<file path="src/rtl/adc_capture_ctrl_if.sv">
// Buffer-side and stream-side signals of the ADC capture sequencer.
// master = the sequencer, slave = capture buffer plus packetiser.
interface adc_capture_ctrl_if;
  logic        iq_we;
  logic        cap_start;
  logic        cap_read;
  logic [15:0] cap_data_i;
  logic [15:0] cap_data_q;
  logic        out_valid;
  logic        out_ready;
  logic [15:0] out_i;
  logic [15:0] out_q;
  logic        out_last;

  modport master (
    input  iq_we, cap_data_i, cap_data_q, out_ready,
    output cap_start, cap_read, out_valid, out_i, out_q, out_last
  );

  modport slave (
    output iq_we, cap_data_i, cap_data_q, out_ready,
    input  cap_start, cap_read, out_valid, out_i, out_q, out_last
  );
endinterface

</file>
<file path="src/rtl/adc_capture_ctrl.sv">
// Arm / trigger / fill / drain sequencer for the smoothing ADC capture buffer.
// Defining ADC_CAPTURE_TIMEOUT_EN adds a FILL watchdog that drives err_timeout.
module adc_capture_ctrl #(
  parameter int DEPTH    = 1024,
  parameter int CNT_W    = 11,
  parameter int SETTLE   = 20,
  parameter int READ_LAT = 2,
  parameter int TIMEOUT  = 65535
) (
  input  logic clk,
  input  logic rst,
  input  logic arm,
  input  logic abort,
  input  logic trig_mode,
  input  logic trig_ext,
  output logic busy,
  output logic done,
  output logic err_timeout,
  adc_capture_ctrl_if.master bus
);

  localparam int SET_W = $clog2(SETTLE + 1);
  localparam int LAT_W = $clog2(READ_LAT + 1);
  localparam logic [CNT_W-1:0] LAST_IDX = CNT_W'(DEPTH - 1);

  if (DEPTH < 2 || DEPTH >= (1 << CNT_W)) begin : g_bad_depth
    $error("adc_capture_ctrl: DEPTH must lie in 2..2**CNT_W-1");
  end
  if (SETTLE < 1 || READ_LAT < 1 || TIMEOUT < 1) begin : g_bad_timing
    $error("adc_capture_ctrl: SETTLE, READ_LAT and TIMEOUT must be at least 1");
  end

  typedef enum logic [3:0] {
    IDLE, ARMED, START, SETTLING, FILL, READ_REQ, READ_WAIT, PRESENT, DONE
  } state_t;

  state_t           state, state_n;
  logic             trig_ext_d;
  logic             trig_rise;
  logic             fill_last;
  logic             wd_expire;
  logic [SET_W-1:0] settle_cnt;
  logic [LAT_W-1:0] lat_cnt;
  logic [CNT_W-1:0] sample_cnt;
  logic [CNT_W-1:0] read_cnt;

  assign trig_rise = trig_ext & ~trig_ext_d;
  assign fill_last = bus.iq_we && (sample_cnt == LAST_IDX);

`ifdef ADC_CAPTURE_TIMEOUT_EN
  localparam int WD_W = $clog2(TIMEOUT + 1);
  logic [WD_W-1:0] wd_cnt;

  // A completing strobe on the final watchdog cycle still wins over the timeout.
  assign wd_expire = (state == FILL) && !fill_last && (wd_cnt == WD_W'(TIMEOUT - 1));

  always_ff @(posedge clk) begin
    if (rst) begin
      wd_cnt      <= '0;
      err_timeout <= 1'b0;
    end else begin
      wd_cnt <= (state == FILL) ? wd_cnt + WD_W'(1) : '0;
      if (state == IDLE && arm && !abort)
        err_timeout <= 1'b0;
      else if (wd_expire && !abort)
        err_timeout <= 1'b1;
    end
  end
`else
  assign wd_expire   = 1'b0;
  assign err_timeout = 1'b0;
`endif

  always_comb begin
    state_n = state;
    case (state)
      IDLE:      if (arm) state_n = ARMED;
      ARMED:     if (!trig_mode || trig_rise) state_n = START;
      START:     state_n = SETTLING;
      SETTLING:  if (settle_cnt == '0) state_n = FILL;
      FILL: begin
        if (fill_last)      state_n = READ_REQ;
        else if (wd_expire) state_n = IDLE;
      end
      READ_REQ:  state_n = READ_WAIT;
      READ_WAIT: if (lat_cnt == '0) state_n = PRESENT;
      PRESENT: begin
        if (bus.out_valid && bus.out_ready)
          state_n = bus.out_last ? DONE : READ_REQ;
      end
      DONE:      state_n = IDLE;
      default:   state_n = IDLE;
    endcase
    // Abort overrides everything, including an arm seen in IDLE.
    if (abort) state_n = IDLE;
  end

  // Strobes are decoded from the current state, so each appears one cycle after the state is entered.
  always_ff @(posedge clk) begin
    if (rst) begin
      state         <= IDLE;
      trig_ext_d    <= 1'b0;
      busy          <= 1'b0;
      done          <= 1'b0;
      settle_cnt    <= '0;
      lat_cnt       <= '0;
      sample_cnt    <= '0;
      read_cnt      <= '0;
      bus.cap_start <= 1'b0;
      bus.cap_read  <= 1'b0;
      bus.out_valid <= 1'b0;
      bus.out_last  <= 1'b0;
      bus.out_i     <= '0;
      bus.out_q     <= '0;
    end else begin
      state         <= state_n;
      trig_ext_d    <= trig_ext;
      busy          <= (state_n != IDLE);
      bus.cap_start <= (state == START) && !abort;
      bus.cap_read  <= (state == READ_REQ) && !abort;
      done          <= (state == DONE) && !abort;

      case (state)
        START:     settle_cnt <= SET_W'(SETTLE - 1);
        SETTLING: begin
          if (settle_cnt != '0) settle_cnt <= settle_cnt - SET_W'(1);
          else                  sample_cnt <= '0;
        end
        FILL: begin
          read_cnt <= '0;
          if (bus.iq_we) sample_cnt <= sample_cnt + CNT_W'(1);
        end
        READ_REQ:  lat_cnt <= LAT_W'(READ_LAT);
        READ_WAIT: begin
          if (lat_cnt != '0) begin
            lat_cnt <= lat_cnt - LAT_W'(1);
          end else begin
            bus.out_i     <= bus.cap_data_i;
            bus.out_q     <= bus.cap_data_q;
            bus.out_valid <= 1'b1;
            bus.out_last  <= (read_cnt == LAST_IDX);
          end
        end
        PRESENT: begin
          if (bus.out_valid && bus.out_ready) begin
            bus.out_valid <= 1'b0;
            if (!bus.out_last) read_cnt <= read_cnt + CNT_W'(1);
          end
        end
        DONE:      bus.out_last <= 1'b0;
        default: ;
      endcase

      if (abort && state != IDLE) begin
        bus.out_valid <= 1'b0;
        bus.out_last  <= 1'b0;
      end
    end
  end

endmodule

</file>
<file path="src/flat_wrapper.sv">
// flat-port wrapper written by rule: the top's interface ports become plain ports
module adc_capture_ctrl_flat 
#(
  parameter int DEPTH    = 1024,
  parameter int CNT_W    = 11,
  parameter int SETTLE   = 20,
  parameter int READ_LAT = 2,
  parameter int TIMEOUT  = 65535
)
  (clk, rst, arm, abort, trig_mode, trig_ext, busy, done, err_timeout, bus_iq_we, bus_cap_data_i, bus_cap_data_q, bus_out_ready, bus_cap_start, bus_cap_read, bus_out_valid, bus_out_i, bus_out_q, bus_out_last);
  adc_capture_ctrl_if bus_i ();
  input  logic clk;
  input  logic rst;
  input  logic arm;
  input  logic abort;
  input  logic trig_mode;
  input  logic trig_ext;
  output logic busy;
  output logic done;
  output logic err_timeout;
  input wire logic [$bits(bus_i.iq_we)-1:0] bus_iq_we;
  input wire logic [$bits(bus_i.cap_data_i)-1:0] bus_cap_data_i;
  input wire logic [$bits(bus_i.cap_data_q)-1:0] bus_cap_data_q;
  input wire logic [$bits(bus_i.out_ready)-1:0] bus_out_ready;
  output wire logic [$bits(bus_i.cap_start)-1:0] bus_cap_start;
  output wire logic [$bits(bus_i.cap_read)-1:0] bus_cap_read;
  output wire logic [$bits(bus_i.out_valid)-1:0] bus_out_valid;
  output wire logic [$bits(bus_i.out_i)-1:0] bus_out_i;
  output wire logic [$bits(bus_i.out_q)-1:0] bus_out_q;
  output wire logic [$bits(bus_i.out_last)-1:0] bus_out_last;
  assign bus_i.iq_we = bus_iq_we;
  assign bus_i.cap_data_i = bus_cap_data_i;
  assign bus_i.cap_data_q = bus_cap_data_q;
  assign bus_i.out_ready = bus_out_ready;
  assign bus_cap_start = bus_i.cap_start;
  assign bus_cap_read = bus_i.cap_read;
  assign bus_out_valid = bus_i.out_valid;
  assign bus_out_i = bus_i.out_i;
  assign bus_out_q = bus_i.out_q;
  assign bus_out_last = bus_i.out_last;
  adc_capture_ctrl #(.DEPTH(DEPTH), .CNT_W(CNT_W), .SETTLE(SETTLE), .READ_LAT(READ_LAT), .TIMEOUT(TIMEOUT)) u_core (.clk(clk), .rst(rst), .arm(arm), .abort(abort), .trig_mode(trig_mode), .trig_ext(trig_ext), .busy(busy), .done(done), .err_timeout(err_timeout), .bus(bus_i));
endmodule
</file>
<file path="config.mk">
export PLATFORM = sky130hd
export DESIGN_NAME = adc_capture_ctrl_flat
export DESIGN_NICKNAME = d
export VERILOG_FILES = /design/src/rtl/adc_capture_ctrl_if.sv /design/src/rtl/adc_capture_ctrl.sv /design/src/flat_wrapper.sv
export SDC_FILE = /design/constraint.sdc
export NUM_CORES = 1
export LEC_CHECK = 0
export CAP_MARGIN = 20
export CORE_ASPECT_RATIO = 1.25
export CORE_MARGIN = 4
export CORE_UTILIZATION = 49
export CTS_CLUSTER_DIAMETER = 60
export DETAILED_ROUTE_END_ITERATION = 16
export GPL_ROUTABILITY_DRIVEN = 0
export PLACE_DENSITY_LB_ADDON = 0.12
export SYNTH_ARGS = -nofsm -noshare
export SYNTH_HDL_FRONTEND = slang
export SYNTH_SLANG_ARGS = --single-unit
</file>
<file path="constraint.sdc">
create_clock -name clk -period 2 [get_ports clk]
set_input_delay 0.6 -clock clk [delete_from_list [all_inputs] [get_ports clk]]
set_output_delay 0.6 -clock clk [all_outputs]
set_load 0.05 [all_outputs]
</file>
==> impl_summary.log, run 1 <==
INFO  metric worstPathArrival = 2190 ps
INFO  metric clkLatencyLatePin = 340 ps
INFO  metric grt_pass1_vias = 2676
INFO  metric ys.warnings.count = 0
INFO  metric maxCapViolations = 0
INFO  metric dominantRegCellSynth = sky130_fd_sc_hd__dfxtp_1
INFO  metric reg2reg_from = u_core.settle_cnt[0]
INFO  metric vias_per_cell = between 5 and 6
INFO  metric part_of_the_yosys_area_used_for_sequential_elements = 46.02%
INFO  metric cts.hold.buffers_added = 0
INFO  metric synth_largest_area_cell = sky130_fd_sc_hd__dfxtp_1
INFO  metric worst-r2r-cell-count = 6
INFO  metric hp-class = flip-flop to flip-flop
INFO  metric postPlaceCellArea = 3953 um2
INFO  metric fin_cells = 550
INFO  metric die_w = between 70 and 80 um
INFO  metric grt_setup_unrepaired = no
INFO  metric ys_top_cells_by_area = sky130_fd_sc_hd__dfxtp_1 (46%), sky130_fd_sc_hd__nand2_1 (8.9%), sky130_fd_sc_hd__a21oi_1 (8.5%), sky130_fd_sc_hd__nor2_1 (2.6%), sky130_fd_sc_hd__ha_1 (2.0%)
INFO  metric power.density = 689.3 nW/um2
INFO  metric highest_cell_delay_on_the_worst_timing_path = 510 ps
INFO  metric postCtsSetupBuffers = 0
INFO  metric chipHeight = 97.38 um
INFO  metric postSynthRegisterBits = a little over 70
INFO  metric wl_met1 = 3199 um
INFO  metric cts.clk_slew.worst_paths = 80 ps
INFO  metric setup.worst_path.end_class = flip-flop
INFO  metric netlist.area_leader.share = 46.02%
INFO  metric critical_path.startpoint = bus_out_ready
INFO  metric drt_iter0_drc = 164
INFO  metric slowest_stage = sky130_fd_sc_hd__or4_1
INFO  metric grt_pass1_wl = 11990 um
INFO  metric worstHoldPathCells = 2
INFO  metric antenna_cells = 0
INFO  metric cts_num_sinks = 72
INFO  metric pin_count_of_the_biggest_net_entering_global_routing = 34
INFO  metric netlist-cell-type-count = 46
INFO  metric fin_crit = roughly 1900 ps
INFO  metric final_cell_area = about 4200 um2
INFO  metric final.setup.worst_slack = 79.90 ps
INFO  metric core.rowCount = 32
INFO  metric worst_hold_path.endpoint = u_core.bus.out_i[14]
INFO  metric clockRootBuffer = sky130_fd_sc_hd__clkbuf_8
INFO  metric run_status = finished clean
INFO  metric finalSetupTns = 0 ps
INFO  metric r2r_end = u_core.sample_cnt[9]
INFO  metric timing.hold.worst.start = u_core.bus.out_i[14]
INFO  metric detailroute.wirelength.met2 = 3508 um
INFO  metric path_common_cell = sky130_fd_sc_hd__a21oi_1
INFO  metric worst_clock_skew = 7.137 ps
INFO  metric antenna_violations_before_repair = 0
INFO  metric asyncSetResetFlopFracSynth = 0%
INFO  metric cts_made_buffers = 9
INFO  metric htree_num_levels = 3
INFO  metric final_min_period_over_clock_period = a little over nine tenths
INFO  metric ant_nets = 0
INFO  metric detailroute.wirelength.met3 = 371 um
INFO  metric totalWireLength = 7159 um
INFO  metric total_placed_cells_including_tap_cells = 535
INFO  metric irDropWorstVdd = 0.5082 mV
INFO  metric timing_hold_violations_final = 0
INFO  metric globalRouteTotalUtil = 18.89%
INFO  metric synth.most_common_cell = sky130_fd_sc_hd__nand2_1
INFO  metric placement.setup.worst_slack = -270.0 ps
INFO  metric syn_area = 3132 um2
INFO  metric io-pin-count = 79
INFO  metric post_drt_wl_per_cell = roughly 13 um
INFO  metric starting_density_of_the_core = 50.46%
INFO  metric layout.nets = slightly above 500
INFO  metric fp.coreArea = 6206 um2
INFO  metric final_layout_size_suffix_gt1_share = 18.28%
INFO  metric top_routing_layer_in_use = met4
INFO  metric critical_path.startpoint_type = input pin
INFO  metric cts.path.max_buffers = 2
INFO  metric overflow = 0
INFO  metric crit_required = 2270 ps
INFO  metric average_instance_area_after_synthesis = about 8.3 um2
INFO  metric drcViolationCount = 0
INFO  metric vias = 2864
INFO  metric largest_fanout_of_any_net_on_the_critical_path = 16
INFO  metric flow.area_growth_from_synthesis = 32.88%
INFO  metric static-leakage-power = 1.568 nW
INFO  metric cts_tree = built
INFO  metric io_buffers = 77
INFO  metric setup_violations = 0
INFO  metric floorplan.die_area = approximately 7700 um2
INFO  metric final_max_slew_viol_count = 0
INFO  metric worstPathCellList = clkdlybuf4s50_1 > and3b_1 > a21oi_1 > buf_4 > or4_1 > a21oi_1
INFO  metric synth_commonest_cells = sky130_fd_sc_hd__nand2_1 (74), sky130_fd_sc_hd__dfxtp_1 (72), sky130_fd_sc_hd__a21oi_1 (53), sky130_fd_sc_hd__nor2_1 (22), sky130_fd_sc_hd__clkbuf_1 (14)
INFO  metric fin_hold_ws = 453.8 ps
INFO  metric timing.setup.critical_path_class = input pin to flip-flop
INFO  metric reg2reg_setup_slack = ~220 ps
INFO  metric syn_nets = 421
INFO  metric synth_enable_flop_cells = 0
INFO  metric cts_resized = 0
INFO  metric timing.fmax = ~520 MHz
INFO  metric post-dp-hpwl = approximately 5400 um
INFO  metric detail_route.first_pass.iterations = 4
INFO  metric synth_cells = 376
worst max path at each step:
stage	end	slack [ps]	depth (start not counted)
final	u_core.read_cnt[8]	80	6
after global routing	u_core.read_cnt[6]	10	6
after CTS	u_core.read_cnt[8]	100	6
after detailed placement	u_core.read_cnt[8]	-270	6
after global placement	u_core.read_cnt[9]	-220	6
after floorplan	u_core.read_cnt[5]	260	4
layout make-up:
cell class              count  area [um2]
well taps                  85       106.4
multi-input cells         271        1543
repair buffers             98       828.3
clock inverters             6       85.08
flip-flops and latches     72        1441
clock buffers               9       123.9
inverters                   9       33.78
fillers                   534        2044
layer usage:
layer  vias up  global-route usage (%)
met5         -                       0
met4         0                   5.556
met3         7                   4.731
met2        61                   32.41
met1      1325                   22.96
li1       1471                       -
metrics by stage:
step	power (mW)	util, %
floorplan	1.571	-
global placement	1.684	63.69
detailed placement	1.688	63.69
CTS	2.906	67.06
global route	2.983	67.06
finish	2.868	67.06
sequential cells by signal (all words and copies together), names as in the netlist:
name / flops
u_core.bus.cap_start: 1
u_core.bus.out_last: 1
u_core.state: 4
u_core.bus.cap_read: 1
u_core.busy: 1
u_core.bus.out_i: 16
u_core.read_cnt: 11
u_core.settle_cnt: 5
u_core.trig_ext_d: 1
u_core.bus.out_q: 16
u_core.bus.out_valid: 1
u_core.sample_cnt: 11
u_core.done: 1
u_core.lat_cnt: 2
power breakdown:
group	switching, mW	internal, mW
sequential	0.00854	1.44
clock	0.523	0.690
combinational	0.0905	0.115
kinds of logic after synthesis:
kind of cell / synth area share [%]
compound gates: 15.78
xor+xnor: 3.356
fa+ha+maj: 1.998
buf+inv: 4.714
flops: 46.02
other cells: 0.1197
simple gates: 28.01
cell usage in the layout (no fill, tap or decap), types with 7 or more instances in the layout:
cell / count
sky130_fd_sc_hd__a21oi_1: 53
sky130_fd_sc_hd__buf_4: 59
sky130_fd_sc_hd__clkbuf_8: 9
sky130_fd_sc_hd__clkdlybuf4s50_1: 38
sky130_fd_sc_hd__dfxtp_1: 72
sky130_fd_sc_hd__inv_1: 9
sky130_fd_sc_hd__nand2_1: 74
sky130_fd_sc_hd__nand3_1: 11
sky130_fd_sc_hd__nor2_1: 22
sky130_fd_sc_hd__o21ai_0: 7
sky130_fd_sc_hd__or4_1: 7
sky130_fd_sc_hd__xor2_1: 7
worst max-delay path, delay by kind of cell:
family	cells	cell delay, ps
AND/OR/NAND/NOR	2	690
buffers and inverters	2	670
AO/OA/AOI/OAI	2	230
No activity file was read; power rests on OpenSTA's default activity.
==> inputs of run 2 (changes only) <==
ABC_AREA = 1   (was default)
==> impl_summary.log, run 2 <==
INFO  metric cts.path.max_buffers = 2 (unchanged)
INFO  metric synth_largest_area_cell = sky130_fd_sc_hd__dfxtp_1 (unchanged)
INFO  metric worstPathArrival = 1860 ps (was 2190 ps)
INFO  metric final_max_slew_viol_count = 0 (unchanged)
INFO  metric final_min_period_over_clock_period = 81.78% (was 96.00%)
INFO  metric worstPathCellList = clkdlybuf4s50_1 > nand2_1 > nor2_1 > nand2_4 > nand2_4 > inv_1 > o21ai_0 > a21boi_1 (was clkdlybuf4s50_1 > and3b_1 > a21oi_1 > buf_4 > or4_1 > a21oi_1)
INFO  metric cp_top_family = buffers and inverters (was simple AND/OR/NAND/NOR gates)
INFO  metric layout_top_registers = u_core.bus.out_i (16), u_core.bus.out_q (16) (unchanged)
INFO  metric ys.warnings.count = 0 (unchanged)
INFO  metric globalRouteTotalUtil = 19.95% (was 18.89%)
INFO  metric timing.fmax = 611.4 MHz (was 520.8 MHz)
INFO  metric worst-path-stages = 8 (was 6)
INFO  metric worst_clock_skew = 7.341 ps (was 7.137 ps)
INFO  metric static-leakage-power = 1.763 nW (was 1.568 nW)
INFO  metric critical_path.startpoint = bus_out_ready (unchanged)
INFO  metric asyncSetResetFlopFracSynth = 0% (unchanged)
INFO  metric overflow = 0 (unchanged)
INFO  metric detail_route.first_pass.iterations = 4 (unchanged)
INFO  metric reg2reg_from = u_core.state[3] (was u_core.settle_cnt[0])
INFO  metric number_of_buffer_and_inverter_instances_along_the_worst_setup_path = 2 (unchanged)
INFO  metric critical_path.startpoint_type = input pin (unchanged)
INFO  metric cts_tree = built (unchanged)
INFO  metric maxCapViolations = 0 (unchanged)
INFO  metric timing.setup.critical_path_class = input pin to flip-flop (unchanged)
INFO  metric netlist.area_leader.share = 44.34% (was 46.02%)
INFO  metric layout_commonest_cell = sky130_fd_sc_hd__nand2_1 (unchanged)
INFO  metric fp.coreArea = 6326 um2 (was 6206 um2)
INFO  metric totalWireLength = 7488 um (was 7159 um)
INFO  metric final_layout_size_suffix_gt1_share = 14.91% (was 18.28%)
INFO  metric io_buffers = 77 (unchanged)
INFO  metric dominantRegCellSynth = sky130_fd_sc_hd__dfxtp_1 (unchanged)
INFO  metric synth.most_common_cell = sky130_fd_sc_hd__nand2_1 (unchanged)
INFO  metric die_w = 80.85 um (was 79.51 um)
INFO  metric post_drt_wl_per_cell = 11.79 um (was 13.02 um)
INFO  metric irDropWorstVdd = 0.3747 mV (was 0.5082 mV)
INFO  metric largest_fanout_of_any_net_on_the_critical_path = 6 (was 16)
INFO  metric slowest_stage = sky130_fd_sc_hd__clkdlybuf4s50_1 (was sky130_fd_sc_hd__or4_1)
INFO  metric crit_path_end = u_core.read_cnt[3] (was u_core.read_cnt[8])
INFO  metric htree_num_levels = 3 (unchanged)
INFO  metric netlist-cell-type-count = 29 (was 46)
INFO  metric clockRootBuffer = sky130_fd_sc_hd__clkbuf_8 (unchanged)
INFO  metric finalSetupTns = 0 ps (unchanged)
INFO  metric path_common_cell = sky130_fd_sc_hd__nand2_4 (was sky130_fd_sc_hd__a21oi_1)
INFO  metric filler_cell_count = 595 (was 534)
INFO  metric flow.area_growth_from_synthesis = 30.60% (was 32.88%)
INFO  metric grt_pass1_wl = 12700 um (was 11990 um)
INFO  metric ant_nets = 0 (unchanged)
INFO  metric antenna_cells = 0 (unchanged)
INFO  metric syn_area = 3251 um2 (was 3132 um2)
INFO  metric timing_hold_violations_final = 0 (unchanged)
INFO  metric max_slew.worst_pin.slew = 524.4 ps
INFO  metric layout_common_cells = sky130_fd_sc_hd__nand2_1 (140), sky130_fd_sc_hd__dfxtp_1 (72), sky130_fd_sc_hd__a21oi_1 (56), sky130_fd_sc_hd__nor2_1 (52), sky130_fd_sc_hd__inv_1 (48) (was sky130_fd_sc_hd__nand2_1 (74), sky130_fd_sc_hd__dfxtp_1 (72), sky130_fd_sc_hd__buf_4 (59), sky130_fd_sc_hd__a21oi_1 (53), sky130_fd_sc_hd__clkdlybuf4s50_1 (38))
INFO  metric r2r_end = u_core.bus.out_last (was u_core.sample_cnt[9])
INFO  metric core.rowCount = 32 (unchanged)
INFO  metric cts_made_buffers = 9 (unchanged)
INFO  metric synth_cells = 461 (was 376)
INFO  metric starting_density_of_the_core = 51.38% (was 50.46%)
INFO  metric grt_pass1_vias = 3001 (was 2676)
INFO  metric hp-class = flip-flop to flip-flop (unchanged)
INFO  metric cts_num_sinks = 72 (unchanged)
INFO  metric vias = 3077 (was 2864)
INFO  metric cts_resized = 0 (unchanged)
INFO  metric post-dp-hpwl = 5657 um (was 5360 um)
INFO  metric floorplan.die_area = 8009 um2 (was 7742 um2)
INFO  metric cts.clk_slew.worst_paths = 80 ps (about the same)
INFO  metric clkLatencyLatePin = 340 ps (about the same)
INFO  metric chipHeight = 99.07 um (was 97.38 um)
INFO  metric layout.nets = 590 (was 506)
INFO  metric power.density = 687.3 nW/um2 (was 689.3 nW/um2)
INFO  metric antenna_violations_before_repair = 0 (unchanged)
INFO  metric fin_crit = 1636 ps (was 1920 ps)
INFO  metric crit_required = 2230 ps (was 2270 ps)
INFO  metric post-layout-total-power = 2.918 mW (was 2.868 mW)
INFO  metric cts.hold.buffers_added = 0 (unchanged)
INFO  metric pin_count_of_the_biggest_net_entering_global_routing = 34 (unchanged)
INFO  metric io-pin-count = 79 (unchanged)
INFO  metric run_status = finished clean (unchanged)
INFO  metric setup_violations = 0 (unchanged)
INFO  metric postSynthRegisterBits = 72 (unchanged)
INFO  metric synth_commonest_cells = sky130_fd_sc_hd__nand2_1 (140), sky130_fd_sc_hd__dfxtp_1 (72), sky130_fd_sc_hd__a21oi_1 (56), sky130_fd_sc_hd__nor2_1 (52), sky130_fd_sc_hd__inv_1 (48) (was sky130_fd_sc_hd__nand2_1 (74), sky130_fd_sc_hd__dfxtp_1 (72), sky130_fd_sc_hd__a21oi_1 (53), sky130_fd_sc_hd__nor2_1 (22), sky130_fd_sc_hd__clkbuf_1 (14))
INFO  metric vias_per_cell = 4.846 (was 5.207)
INFO  metric setup.worst_path.end_class = flip-flop (unchanged)
INFO  metric drcViolationCount = 0 (unchanged)
INFO  metric timing.hold.worst.start = u_core.bus.out_i[13] (was u_core.bus.out_i[14])
INFO  metric syn_nets = 506 (was 421)
INFO  metric reg2reg_setup_slack = 410 ps (was 220 ps)
INFO  metric worst-r2r-cell-count = 7 (was 6)
INFO  metric highest_cell_delay_on_the_worst_timing_path = 470 ps (was 510 ps)
INFO  metric synth_enable_flop_cells = 0 (unchanged)
INFO  metric grt_setup_unrepaired = no (unchanged)
INFO  metric postCtsSetupBuffers = 0 (unchanged)
INFO  metric part_of_the_yosys_area_used_for_sequential_elements = 44.34% (was 46.02%)
INFO  metric timing.max_slew.rel_slack = 64.99%
INFO  metric ys_top_cells_by_area = sky130_fd_sc_hd__dfxtp_1 (44%), sky130_fd_sc_hd__nand2_1 (16%), sky130_fd_sc_hd__a21oi_1 (8.6%), sky130_fd_sc_hd__nor2_1 (6.0%), sky130_fd_sc_hd__inv_1 (5.5%) (was sky130_fd_sc_hd__dfxtp_1 (46%), sky130_fd_sc_hd__nand2_1 (8.9%), sky130_fd_sc_hd__a21oi_1 (8.5%), sky130_fd_sc_hd__nor2_1 (2.6%), sky130_fd_sc_hd__ha_1 (2.0%))
INFO  metric average_instance_area_after_synthesis = 7.051 um2 (was 8.329 um2)
INFO  metric drt_iter0_drc = 108 (was 164)
==> run 2: tightest hold or removal path, stage by stage, from the launching register on <==
cell                      delay [ps]
sky130_fd_sc_hd__dfxtp_1         310
sky130_fd_sc_hd__nand2_1          60
sky130_fd_sc_hd__a21oi_1          50
==> run 2: how the worst min path moves through the flow <==
stage                                 to  slack (ps)  depth (start not counted)
global placement     u_core.read_cnt[10]         450                          2
CTS                 u_core.bus.out_q[11]         470                          2
finish              u_core.bus.out_i[13]         470                          2
detailed placement  u_core.bus.out_q[11]         460                          2
floorplan              u_core.lat_cnt[1]         430                          2
global route         u_core.bus.out_q[3]         490                          2
==> run 2: layout make-up <==
type	count	area (um2)	share of cell area, %
well taps	85	106.4	2.505
flip-flops and latches	72	1441	33.95
multi-input cells	325	1516	35.72
clock inverters	5	78.83	1.857
clock buffers	11	151.4	3.566
inverters	50	187.7	4.421
repair buffers	87	763.2	17.98
==> run 2: power by group <==
part	internal (mW)	switching [mW]
Sequential	1.44	0.00456
Clock	0.769	0.535
Combinational	0.0955	0.0756
==> run 2: metal layers <==
layer	global-route usage [%]	vias up	wire length (um)
li1	-	1628	-
met1	21.98	1377	3060
met2	33.46	63	3791
met3	8.775	9	537
met4	7.282	0	99
met5	0	-	0
==> run 2: stage by stage <==
step / cell area [um2] / util [%] / hold slack [ps] / worst slack, ps / instances
detailed placement: 4015 / 63.47 / 457.1 / 9.586 / 619
global placement: 4015 / 63.47 / 446.1 / 45.36 / 619
finish: 4245 / 67.11 / 465.2 / 364.5 / 635
floorplan: 3251 / - / 432.8 / 480.2 / 461
global route: 4245 / 67.11 / 487.4 / 249.2 / 635
CTS: 4245 / 67.11 / 468.1 / 364.6 / 635
==> run 2: logic make-up after synthesis <==
kind of cell | after synthesis | share of synthesized area, %
XOR/XNOR | 1 | 0.2695
AND/OR/NAND/NOR | 245 | 32.87
flip-flops | 72 | 44.34
buffers and inverters | 64 | 9.007
adder cells (fa/ha/maj) | 5 | 1.925
other | 1 | 0.1154
AO/OA/AOI/OAI | 73 | 11.47
==> inputs of run 3 (changes only) <==
clock period = 1.7 ns   (was 2 ns; I/O delays follow)
==> impl_summary.log, run 3 (same netlist as run 2, synthesis figures left out) <==
INFO  metric final_layout_size_suffix_gt1_share = 16.13% (was 14.91%)
INFO  metric largest_fanout_of_any_net_on_the_critical_path = 11 (was 6)
INFO  metric worstPathArrival = 1790 ps (was 1860 ps)
INFO  metric detail_route.first_pass.iterations = 4 (unchanged)
INFO  metric cts_made_buffers = 9 (unchanged)
INFO  metric antenna_violations_before_repair = 0 (unchanged)
INFO  metric critical_path.startpoint_type = flip-flop (was input pin)
INFO  metric globalRouteTotalUtil = 20.71% (was 19.95%)
INFO  metric io-pin-count = 79 (unchanged)
INFO  metric worst-path-stages = 9 (was 8)
INFO  metric highest_cell_delay_on_the_worst_timing_path = 330 ps (was 470 ps)
INFO  metric timing.fmax = about 640 MHz
INFO  metric final_cell_area = 4796 um2 (was 4245 um2)
INFO  metric post_drt_wl_per_cell = 12.19 um (was 11.79 um)
INFO  metric cp_top_family = simple AND/OR/NAND/NOR gates (was buffers and inverters)
INFO  metric cts.hold.buffers_added = 0 (unchanged)
INFO  metric layout.nets = 598 (was 590)
INFO  metric layout_commonest_cell = sky130_fd_sc_hd__nand2_1 (unchanged)
INFO  metric grt_pass1_vias = 3080 (was 3001)
INFO  metric totalWireLength = 7835 um (was 7488 um)
INFO  metric timing_hold_violations_final = 0 (unchanged)
INFO  metric drt_iter0_drc = 152 (was 108)
INFO  metric worst_clock_skew = 7.823 ps (was 7.341 ps)
INFO  metric htree_num_levels = 3 (unchanged)
INFO  metric static-leakage-power = 1.905 nW (was 1.763 nW)
INFO  metric final_min_period_over_clock_period = about nine tenths
INFO  metric placement.setup.worst_slack = -159.5 ps (was 9.586 ps)
INFO  metric chipHeight = 99.07 um (unchanged)
INFO  metric worstPathCellList = inv_1 > ha_1 > nand2_1 > nor2_1 > nand2_2 > nand2_2 > nand2_1 > o21ai_0 > nor2_1 (was clkdlybuf4s50_1 > nand2_1 > nor2_1 > nand2_4 > nand2_4 > inv_1 > o21ai_0 > a21boi_1)
INFO  metric layout_top_registers = u_core.bus.out_i (16), u_core.bus.out_q (16) (unchanged)
INFO  metric cts_num_sinks = 72 (unchanged)
INFO  metric flow.area_growth_from_synthesis = 47.54% (was 30.60%)
INFO  metric overflow = 0 (unchanged)
INFO  metric ant_nets = 0 (unchanged)
INFO  metric crit_path_end = u_core.sample_cnt[8] (was u_core.read_cnt[3])
INFO  metric maxCapViolations = 0 (unchanged)
INFO  metric critical_path.startpoint = u_core.settle_cnt[0] (was bus_out_ready)
INFO  metric drcViolationCount = 0 (unchanged)
INFO  metric postPlaceCellArea = 4576 um2 (was 4015 um2)
INFO  metric worst-r2r-cell-count = 9 (was 7)
INFO  metric run_status = finished clean (unchanged)
INFO  metric number_of_buffer_and_inverter_instances_along_the_worst_setup_path = 1 (was 2)
INFO  metric fin_crit = 1551 ps
INFO  metric pin_count_of_the_biggest_net_entering_global_routing = 39 (was 34)
INFO  metric hp-class = flip-flop to flip-flop (unchanged)
INFO  metric vias = 3183 (was 3077)
INFO  metric cts.clk_slew.worst_paths = 80 ps (about the same)
INFO  metric postCtsSetupBuffers = 0 (unchanged)
INFO  metric total_placed_cells_including_tap_cells = 627 (was 619)
INFO  metric finish.utilization = 75.81% (was 67.11%)
INFO  metric die_w = 80.85 um (unchanged)
INFO  metric cts_resized = 0 (unchanged)
INFO  metric vias_per_cell = 4.950 (was 4.846)
INFO  metric floorplan.die_area = 8009 um2 (unchanged)
INFO  metric final_max_slew_viol_count = 0 (unchanged)
INFO  metric slowest_stage = sky130_fd_sc_hd__dfxtp_1 (was sky130_fd_sc_hd__clkdlybuf4s50_1)
INFO  metric io_buffers = 77 (unchanged)
INFO  metric irDropWorstVdd = 0.5143 mV (was 0.3747 mV)
INFO  metric starting_density_of_the_core = 51.38% (unchanged)
INFO  metric post-dp-hpwl = 5966 um (was 5657 um)
INFO  metric fp.coreArea = 6326 um2 (unchanged)
INFO  metric cts.path.max_buffers = 2 (unchanged)
INFO  metric final.setup.worst_slack = 149.1 ps (was 364.5 ps)
INFO  metric setup.worst_path.end_class = flip-flop (unchanged)
INFO  metric cts_tree = built (unchanged)
INFO  metric clockRootBuffer = sky130_fd_sc_hd__clkbuf_8 (unchanged)
INFO  metric core.rowCount = 32 (unchanged)
INFO  metric filler_cell_count = 500 (was 595)
INFO  metric grt_pass1_wl = 13130 um (was 12700 um)
INFO  metric worstHoldPathCells = 2 (unchanged)
INFO  metric power.density = 710.5 nW/um2 (was 687.3 nW/um2)
INFO  metric setup_violations = 0 (unchanged)
INFO  metric r2r_end = u_core.sample_cnt[8] (was u_core.bus.out_last)
INFO  metric reg2reg_from = u_core.settle_cnt[0] (was u_core.state[3])
INFO  metric clkLatencyLatePin = 340 ps (about the same)
INFO  metric layout_common_cells = sky130_fd_sc_hd__nand2_1 (140), sky130_fd_sc_hd__dfxtp_1 (72), sky130_fd_sc_hd__a21oi_1 (56), sky130_fd_sc_hd__nor2_1 (52), sky130_fd_sc_hd__inv_1 (48) (unchanged)
INFO  metric fin_cells = 643 (was 635)
INFO  metric antenna_cells = 0 (unchanged)
INFO  metric reg2reg_setup_slack = 150 ps (was 410 ps)
INFO  metric crit_required = 1940 ps (was 2230 ps)
INFO  metric grt_setup_unrepaired = no (unchanged)
INFO  metric timing.setup.critical_path_class = flip-flop to flip-flop (was input pin to flip-flop)
## run 3: changes by cell type in the layout (fill, tap and decap cells not counted), sizes merged
cell,previous run,this run
clkbuf,11,10
buf,48,56
clkinvlp,0,1
## run 3: area by class of cell
type / count / area, um2 / area share (%)
clock inverters: 6 / 82.58 / 1.722
clock buffers: 10 / 137.6 / 2.870
flip-flops and latches: 72 / 1441 / 30.05
well taps: 85 / 106.4 / 2.218
repair buffers: 95 / 1324 / 27.60
multi-input cells: 325 / 1516 / 31.62
inverters: 50 / 187.7 / 3.913
## run 3: metrics by stage
| step | hold WS (ps) | power [mW] | setup TNS [ps] |
|---|---|---|---|
| floorplan | 432.8 | 1.822 | 0 |
| global placement | 446.8 | 1.949 | -1056 |
| detailed placement | 456.1 | 1.951 | -1479 |
| CTS | 467.5 | 3.437 | 0 |
| global route | 477.9 | 3.545 | 0 |
| finish | 465.8 | 3.408 | 0 |
## run 3: how the worst min path moves through the flow
stage / from / to / slack (ps)
final: u_core.lat_cnt[1] / u_core.lat_cnt[1] / 470
after global routing: u_core.lat_cnt[1] / u_core.lat_cnt[1] / 480
after CTS: u_core.lat_cnt[1] / u_core.lat_cnt[1] / 470
after detailed placement: u_core.lat_cnt[1] / u_core.lat_cnt[1] / 460
after global placement: u_core.read_cnt[10] / u_core.read_cnt[10] / 450
after floorplan: u_core.lat_cnt[1] / u_core.lat_cnt[1] / 430
## run 3: layer usage
layer  routed length (um)  global-route usage [%]  part of all wire, %
met3                  739                   9.506                  9.4
met1                 3109                   22.66                   40
met4                  144                   8.713                  1.8
met5                    0                       0                    0
met2                 3842                   34.09                   49
## run 3: power by group
group	internal [mW]	leakage [nW]	switching [mW]
combinational	0.121	1.21	0.0911
clock	0.858	0.112	0.637
sequential	1.69	0.580	0.00720
total	2.67	1.90	0.735
## run 3: worst min-delay path, cell delays in order (launching register included)
cell and delay [ps]:
sky130_fd_sc_hd__dfxtp_1 300, sky130_fd_sc_hd__inv_1 60, sky130_fd_sc_hd__a21oi_1 60
